[config.mk]
export PLATFORM = sky130hd
export DESIGN_NAME = melody_sequencer_flat
export DESIGN_NICKNAME = d
export VERILOG_FILES = /design/src/rtl/melody_if.sv /design/src/rtl/melody_sequencer.sv /design/src/flat_wrapper.sv
export SDC_FILE = /design/constraint.sdc
export NUM_CORES = 1
export LEC_CHECK = 0
export CAP_MARGIN = 20
export CORE_MARGIN = 4
export CORE_UTILIZATION = 60
export DETAILED_ROUTE_END_ITERATION = 12
export GPL_ROUTABILITY_DRIVEN = 1
export PLACE_DENSITY = 0.83
export SETUP_SLACK_MARGIN = 0.05
export SYNTH_ARGS = -nofsm -noshare
export SYNTH_HDL_FRONTEND = slang
export SYNTH_SLANG_ARGS = --single-unit
[constraint.sdc]
create_clock -name Clk -period 8.7 [get_ports Clk]
set_input_delay 1.74 -clock Clk [delete_from_list [all_inputs] [get_ports Clk]]
set_output_delay 1.74 -clock Clk [all_outputs]
set_load 0.005 [all_outputs]
[src/rtl/melody_if.sv]
// Host-side control and tone-output bundle for the melody sequencer.
interface melody_if;
  logic       Wr_en;
  logic [3:0] Wr_addr;
  logic [5:0] Wr_data;
  logic [3:0] Last_idx;
  logic       Loop;
  logic       Start;
  logic       Stop;
  logic [2:0] Tone_sel;
  logic       Tone_en;
  logic       Busy;
  logic [3:0] Note_idx;
  logic       Done;

  modport master (
    output Wr_en, Wr_addr, Wr_data, Last_idx, Loop, Start, Stop,
    input  Tone_sel, Tone_en, Busy, Note_idx, Done
  );

  modport slave (
    input  Wr_en, Wr_addr, Wr_data, Last_idx, Loop, Start, Stop,
    output Tone_sel, Tone_en, Busy, Note_idx, Done
  );
endinterface

[src/rtl/melody_sequencer.sv]
// Steps through a 16-entry note table, holding each tone for 1..4 beats with an
// optional silent gap after every entry; drives tone select/enable for the audio path.
module melody_sequencer #(
  parameter int unsigned NOTE_TICKS = 25_000_000,
  parameter int unsigned GAP_TICKS  = 2_500_000,
  parameter int unsigned CNT_W      = 32
) (
  input logic     Clk,
  input logic     Reset_n,
  melody_if.slave bus
);

  localparam int unsigned DEPTH = 16;
  localparam logic [CNT_W-1:0] NOTE_T  = CNT_W'(NOTE_TICKS);
  localparam logic [CNT_W-1:0] GAP_END = CNT_W'((GAP_TICKS == 0) ? 0 : GAP_TICKS - 1);

  typedef enum logic [1:0] {S_IDLE, S_PLAY, S_GAP} state_e;

  state_e           state_q, state_d;
  logic [CNT_W-1:0] cnt_q, cnt_d;
  logic [2:0]       beats_q, beats_d;
  logic [3:0]       last_q, last_d;
  logic [3:0]       idx_q, idx_d;
  logic [2:0]       tone_sel_q, tone_sel_d;
  logic             tone_en_q, tone_en_d;
  logic             busy_q, busy_d;
  logic             done_q, done_d;
  logic [5:0]       table_q [DEPTH];

  logic [CNT_W-1:0] play_end;
  logic             end_entry;
  logic             fetch;
  logic [3:0]       fetch_idx;
  logic [5:0]       entry;

  assign play_end = CNT_W'(beats_q) * NOTE_T - CNT_W'(1);

  // Note table: host writes at any time; reads happen only at fetch, so a same-edge write returns old data
  always_ff @(posedge Clk or negedge Reset_n) begin
    if (!Reset_n) begin
      for (int i = 0; i < DEPTH; i++) table_q[i] <= '0;
    end else if (bus.Wr_en) begin
      table_q[bus.Wr_addr] <= bus.Wr_data;
    end
  end

  always_ff @(posedge Clk or negedge Reset_n) begin
    if (!Reset_n) begin
      state_q    <= S_IDLE;
      cnt_q      <= '0;
      beats_q    <= '0;
      last_q     <= '0;
      idx_q      <= '0;
      tone_sel_q <= '0;
      tone_en_q  <= 1'b0;
      busy_q     <= 1'b0;
      done_q     <= 1'b0;
    end else begin
      state_q    <= state_d;
      cnt_q      <= cnt_d;
      beats_q    <= beats_d;
      last_q     <= last_d;
      idx_q      <= idx_d;
      tone_sel_q <= tone_sel_d;
      tone_en_q  <= tone_en_d;
      busy_q     <= busy_d;
      done_q     <= done_d;
    end
  end

  always_comb begin
    state_d    = state_q;
    cnt_d      = cnt_q;
    beats_d    = beats_q;
    last_d     = last_q;
    idx_d      = idx_q;
    tone_sel_d = tone_sel_q;
    tone_en_d  = tone_en_q;
    busy_d     = busy_q;
    done_d     = 1'b0;
    end_entry  = 1'b0;
    fetch      = 1'b0;
    fetch_idx  = idx_q;
    entry      = '0;

    unique case (state_q)
      S_IDLE: begin
        if (bus.Start && !bus.Stop) begin
          last_d    = bus.Last_idx;
          busy_d    = 1'b1;
          fetch     = 1'b1;
          fetch_idx = '0;
        end
      end
      S_PLAY: begin
        cnt_d = cnt_q + CNT_W'(1);
        if (cnt_q == play_end) begin
          if (GAP_TICKS != 0) begin
            state_d   = S_GAP;
            tone_en_d = 1'b0;
            cnt_d     = '0;
          end else begin
            end_entry = 1'b1;
          end
        end
      end
      S_GAP: begin
        cnt_d = cnt_q + CNT_W'(1);
        if (cnt_q == GAP_END) end_entry = 1'b1;
      end
      default: state_d = S_IDLE;
    endcase

    // Loop is sampled live here, Last_idx only from the Start-time latch
    if (end_entry) begin
      if (idx_q != last_q) begin
        fetch     = 1'b1;
        fetch_idx = 4'(idx_q + 4'd1);
      end else if (bus.Loop) begin
        fetch     = 1'b1;
        fetch_idx = '0;
      end else begin
        state_d   = S_IDLE;
        busy_d    = 1'b0;
        tone_en_d = 1'b0;
        done_d    = 1'b1;
        cnt_d     = '0;
      end
    end

    if (fetch) begin
      entry      = table_q[fetch_idx];
      state_d    = S_PLAY;
      idx_d      = fetch_idx;
      tone_sel_d = entry[2:0];
      tone_en_d  = ~entry[5];
      beats_d    = 3'(entry[4:3]) + 3'd1;
      cnt_d      = '0;
    end

    // Abort wins over everything else once playback is active
    if (bus.Stop && state_q != S_IDLE) begin
      state_d    = S_IDLE;
      idx_d      = idx_q;
      tone_sel_d = tone_sel_q;
      beats_d    = beats_q;
      tone_en_d  = 1'b0;
      busy_d     = 1'b0;
      done_d     = 1'b0;
      cnt_d      = '0;
    end
  end

  assign bus.Tone_sel = tone_sel_q;
  assign bus.Tone_en  = tone_en_q;
  assign bus.Busy     = busy_q;
  assign bus.Note_idx = idx_q;
  assign bus.Done     = done_q;

endmodule

[src/flat_wrapper.sv]
// flat-port wrapper written by rule: the top's interface ports become plain ports
module melody_sequencer_flat 
#(
  parameter int unsigned NOTE_TICKS = 25_000_000,
  parameter int unsigned GAP_TICKS  = 2_500_000,
  parameter int unsigned CNT_W      = 32
)
  (Clk, Reset_n, bus_Wr_en, bus_Wr_addr, bus_Wr_data, bus_Last_idx, bus_Loop, bus_Start, bus_Stop, bus_Tone_sel, bus_Tone_en, bus_Busy, bus_Note_idx, bus_Done);
  melody_if bus_i ();
  input logic Clk;
  input logic Reset_n;
  input wire logic [$bits(bus_i.Wr_en)-1:0] bus_Wr_en;
  input wire logic [$bits(bus_i.Wr_addr)-1:0] bus_Wr_addr;
  input wire logic [$bits(bus_i.Wr_data)-1:0] bus_Wr_data;
  input wire logic [$bits(bus_i.Last_idx)-1:0] bus_Last_idx;
  input wire logic [$bits(bus_i.Loop)-1:0] bus_Loop;
  input wire logic [$bits(bus_i.Start)-1:0] bus_Start;
  input wire logic [$bits(bus_i.Stop)-1:0] bus_Stop;
  output wire logic [$bits(bus_i.Tone_sel)-1:0] bus_Tone_sel;
  output wire logic [$bits(bus_i.Tone_en)-1:0] bus_Tone_en;
  output wire logic [$bits(bus_i.Busy)-1:0] bus_Busy;
  output wire logic [$bits(bus_i.Note_idx)-1:0] bus_Note_idx;
  output wire logic [$bits(bus_i.Done)-1:0] bus_Done;
  assign bus_i.Wr_en = bus_Wr_en;
  assign bus_i.Wr_addr = bus_Wr_addr;
  assign bus_i.Wr_data = bus_Wr_data;
  assign bus_i.Last_idx = bus_Last_idx;
  assign bus_i.Loop = bus_Loop;
  assign bus_i.Start = bus_Start;
  assign bus_i.Stop = bus_Stop;
  assign bus_Tone_sel = bus_i.Tone_sel;
  assign bus_Tone_en = bus_i.Tone_en;
  assign bus_Busy = bus_i.Busy;
  assign bus_Note_idx = bus_i.Note_idx;
  assign bus_Done = bus_i.Done;
  melody_sequencer #(.NOTE_TICKS(NOTE_TICKS), .GAP_TICKS(GAP_TICKS), .CNT_W(CNT_W)) u_core (.Clk(Clk), .Reset_n(Reset_n), .bus(bus_i));
endmodule
==> out/qor.txt <==
status: finished clean
H-tree depth: 4
Slowest-stage cell, CP: a222oi_1
post-synthesis sequential area ratio: 0.402
Synth Register Bits: 147
CP most frequent cell: fa_1
hold violation count in the final report: 0
post-CTS setup repair buffer count: 0
CTS buffer count: 17
commonest cells in the netlist: dfrtp_1, mux2_2, nand2_1, a211oi_1, nor2_1
Placed Area: 9440 um^2
crit path cell chain: fa_1 -> ha_1 -> inv_1 -> fa_1 -> nor3b_1 -> o2111a_1 -> o21ai_0 -> a222oi_1 -> nand4_1 -> mux2_1 -> a211oi_2 -> a31o_4 -> a211oi_1
largest net degree at the start of global routing: 76
largest cells by area after synthesis: dfrtp_1, mux2_2, mux2i_1, a211oi_2, a211oi_1
count leader, synth: dfrtp_1
Antenna diodes: 0
fin crit share: 0.613
chip width: 132 um
first-pass GRT wire length: 35500 um
Max-cap violations: 0
GPL Wtd Cong: 0.910
fin worst setup slack: 3.37 ns
area added between synthesis and finish: 9.56%
worst setup path start: u_core.beats_q[0]
gr ovfl total: 0
final non-filler cell total: 1051
cell taking the most area after synthesis: dfrtp_1
Top Family by Delay on Critical Path: compound AO/OA/AOI/OAI gates
Post-Route WL: 21800 um
Pins Over Slew Limit: 0
initial antenna violation count: 0
Fin Hold WS: 0.498 ns
vias in the first global route: 6815
Leakage: 4.20 nW
die area: 17300 um^2
Root Buffer: clkbuf_16
Finished Cell Area: 10000 um^2
Post-synth EDFFs: 0
ys async rst share: 1.00
crit end category: flop
Final Total Pwr: 2.82 mW
critical path peak fanout: 33
clk slew on worst S/H paths: 0.06 ns
starting density of the core: 0.620
Worst Path Arrival: 5.60 ns
Required @ worst endpoint: 8.97 ns
Synth Flop Type: dfrtp_1
Hold Path Class: flop to flop
hold path startpoint: u_core.last_q[3]
cell count after synthesis: 849
port buffer count: 29
CTS tree: yes
via/cell ratio: 6.47
Worst VDD drop: 0.163 mV
total track usage: 0.253
Slew HR: 0.292
top-area cell type share of the netlist area: 0.402
power per cell area: 281 nW/um^2
syn nets: 894
cts repair resizes: 0
CP Launch Type: flop
Synth Warn #: 0
Post-CTS Hold Buffers: 0
Worst R2R Start: u_core.beats_q[0]
vias: 6795
fill count: 1121
syn avg cell area: 10.8 um^2
DR DRC count: 0
Buf+Inv Stages, Crit Path: 1
num rows: 44
Pre-antenna DRT Iters: 5
# setup viols final: 0
Clock Tree Buf Depth: 2
share of post-route cells with drive strength above 1: 0.212
clk sinks: 147
Tmin final: 5.33 ns
critical path class: flop to flop
Setup Skew: 0.00772 ns
Max stage delay on crit path: 0.85 ns
placed cell count: 1020
Detail Placement HPWL: 14900 um
Core ar.: 14800 um^2
post-route antenna net violation count: 0
nets: 900
clk_lat worst skew: 0.42 ns
die height: 132 um
pre-CTS worst setup slack: 3.41 ns
Tightest Pin Transition: 1.06 ns
fmax: 0.188 GHz
unrepaired setup endpoints after global routing: no
final core utilization: 0.680
1st-iter DRT viols: 661
Unique masters post-synth: 75
I/O Pins: 30
DR WL/cell: 20.8 um
synthesized area: 9150 um^2
Fin Setup TNS: 0 ns
[per-layer routing]
| layer | GRT usage | wire length (um) | vias up |
|---|---|---|---|
| met3 | 0.0474 | 1170 | 50 |
| met1 | 0.325 | 9210 | 3388 |
| met5 | 0 | 0 | - |
| met2 | 0.419 | 10800 | 233 |
| li1 | - | - | 3124 |
| met4 | 0.110 | 654 | 0 |
[registers in the layout, indices dropped and copies added (netlist names)]
signal,cells
u_core.table_q,96
u_core.cnt_q,32
u_core.bus.Note_idx,4
u_core.last_q,4
u_core.beats_q,3
u_core.bus.Tone_sel,3
u_core.state_q,2
u_core.bus.Busy,1
u_core.bus.Done,1
u_core.bus.Tone_en,1
[cell type report]
| type | instances | area, um^2 | share of cell area |
|---|---|---|---|
| timing repair buffer | 35 | 337 | 0.0336 |
| inverter | 24 | 90.1 | 0.00898 |
| sequential | 147 | 3680 | 0.367 |
| tap | 184 | 230 | 0.0230 |
| clock inverter | 10 | 131 | 0.0131 |
| multi-input combinational | 630 | 5100 | 0.509 |
| clock buffer | 21 | 460 | 0.0459 |
[worst paths after layout]
path | depth (start not counted) | endpoint | slack, ns
max | 13 | u_core.cnt_q[4] | 3.37
min | 2 | u_core.last_q[3] | 0.50
max reg2reg | 13 | u_core.cnt_q[4] | 3.37
min reg2reg | 2 | u_core.last_q[3] | 0.50
max in group asynchronous | 2 | u_core.table_q[89] | 5.96
min in group asynchronous | 1 | u_core.table_q[43] | 1.34
[cells in the final DEF, fill, tap and decap left out, types with 3 or more instances in the layout]
cell type        count
nor3b_1              5
fa_1                 3
o221ai_1             3
nand3_1             19
nor2b_1             13
clkbuf_16           17
inv_1               24
xor2_1              31
o21ai_0             21
or3_1                7
a21oi_1             11
bufinv_16            3
mux2i_1             38
a31oi_1             10
nand4_1             12
nor4_1               3
mux2_2              96
a21o_1               3
o211ai_1            10
a211o_1              5
and2_1               6
or4_4                3
a211oi_2            28
nand4b_1             3
xnor2_1             33
dfrtp_1            147
nor2_1              40
nand2_1             66
nor3_1               6
buf_4                6
clkdlybuf4s50_1     28
ha_1                22
a211oi_1            41
nand3b_1             7
and3_1              14
clkinv_2             5
or2_2                4
nand2b_1            12
o21ai_1              7
[report_power, final]
part	switching [mW]	total (mW)	leakage, nW	internal, mW
clock	0.280	0.743	0.293	0.463
combinational	0.683	1.17	2.04	0.485
sequential	0.0898	0.906	1.87	0.817
total	1.05	2.82	4.20	1.76
[worst register-to-register path, stage by stage, from the launching register on]
cell	delay [ns]
dfrtp_1	0.52
fa_1	0.64
ha_1	0.28
inv_1	0.08
fa_1	0.47
nor3b_1	0.37
o2111a_1	0.27
o21ai_0	0.11
a222oi_1	0.85
nand4_1	0.19
mux2_1	0.38
a211oi_2	0.25
a31o_4	0.58
a211oi_1	0.19
[logic make-up (layout without fill, tap and decap cells)]
family,count (synthesis),in the layout,share of synthesized area
mux,135,135,0.161
simple gates,235,235,0.142
xor+xnor,66,66,0.0662
flops,147,147,0.402
compound gates,169,169,0.151
fa+ha+maj,25,25,0.0366
buf+inv,72,90,0.0417
No activity file was read; power rests on OpenSTA's default activity.
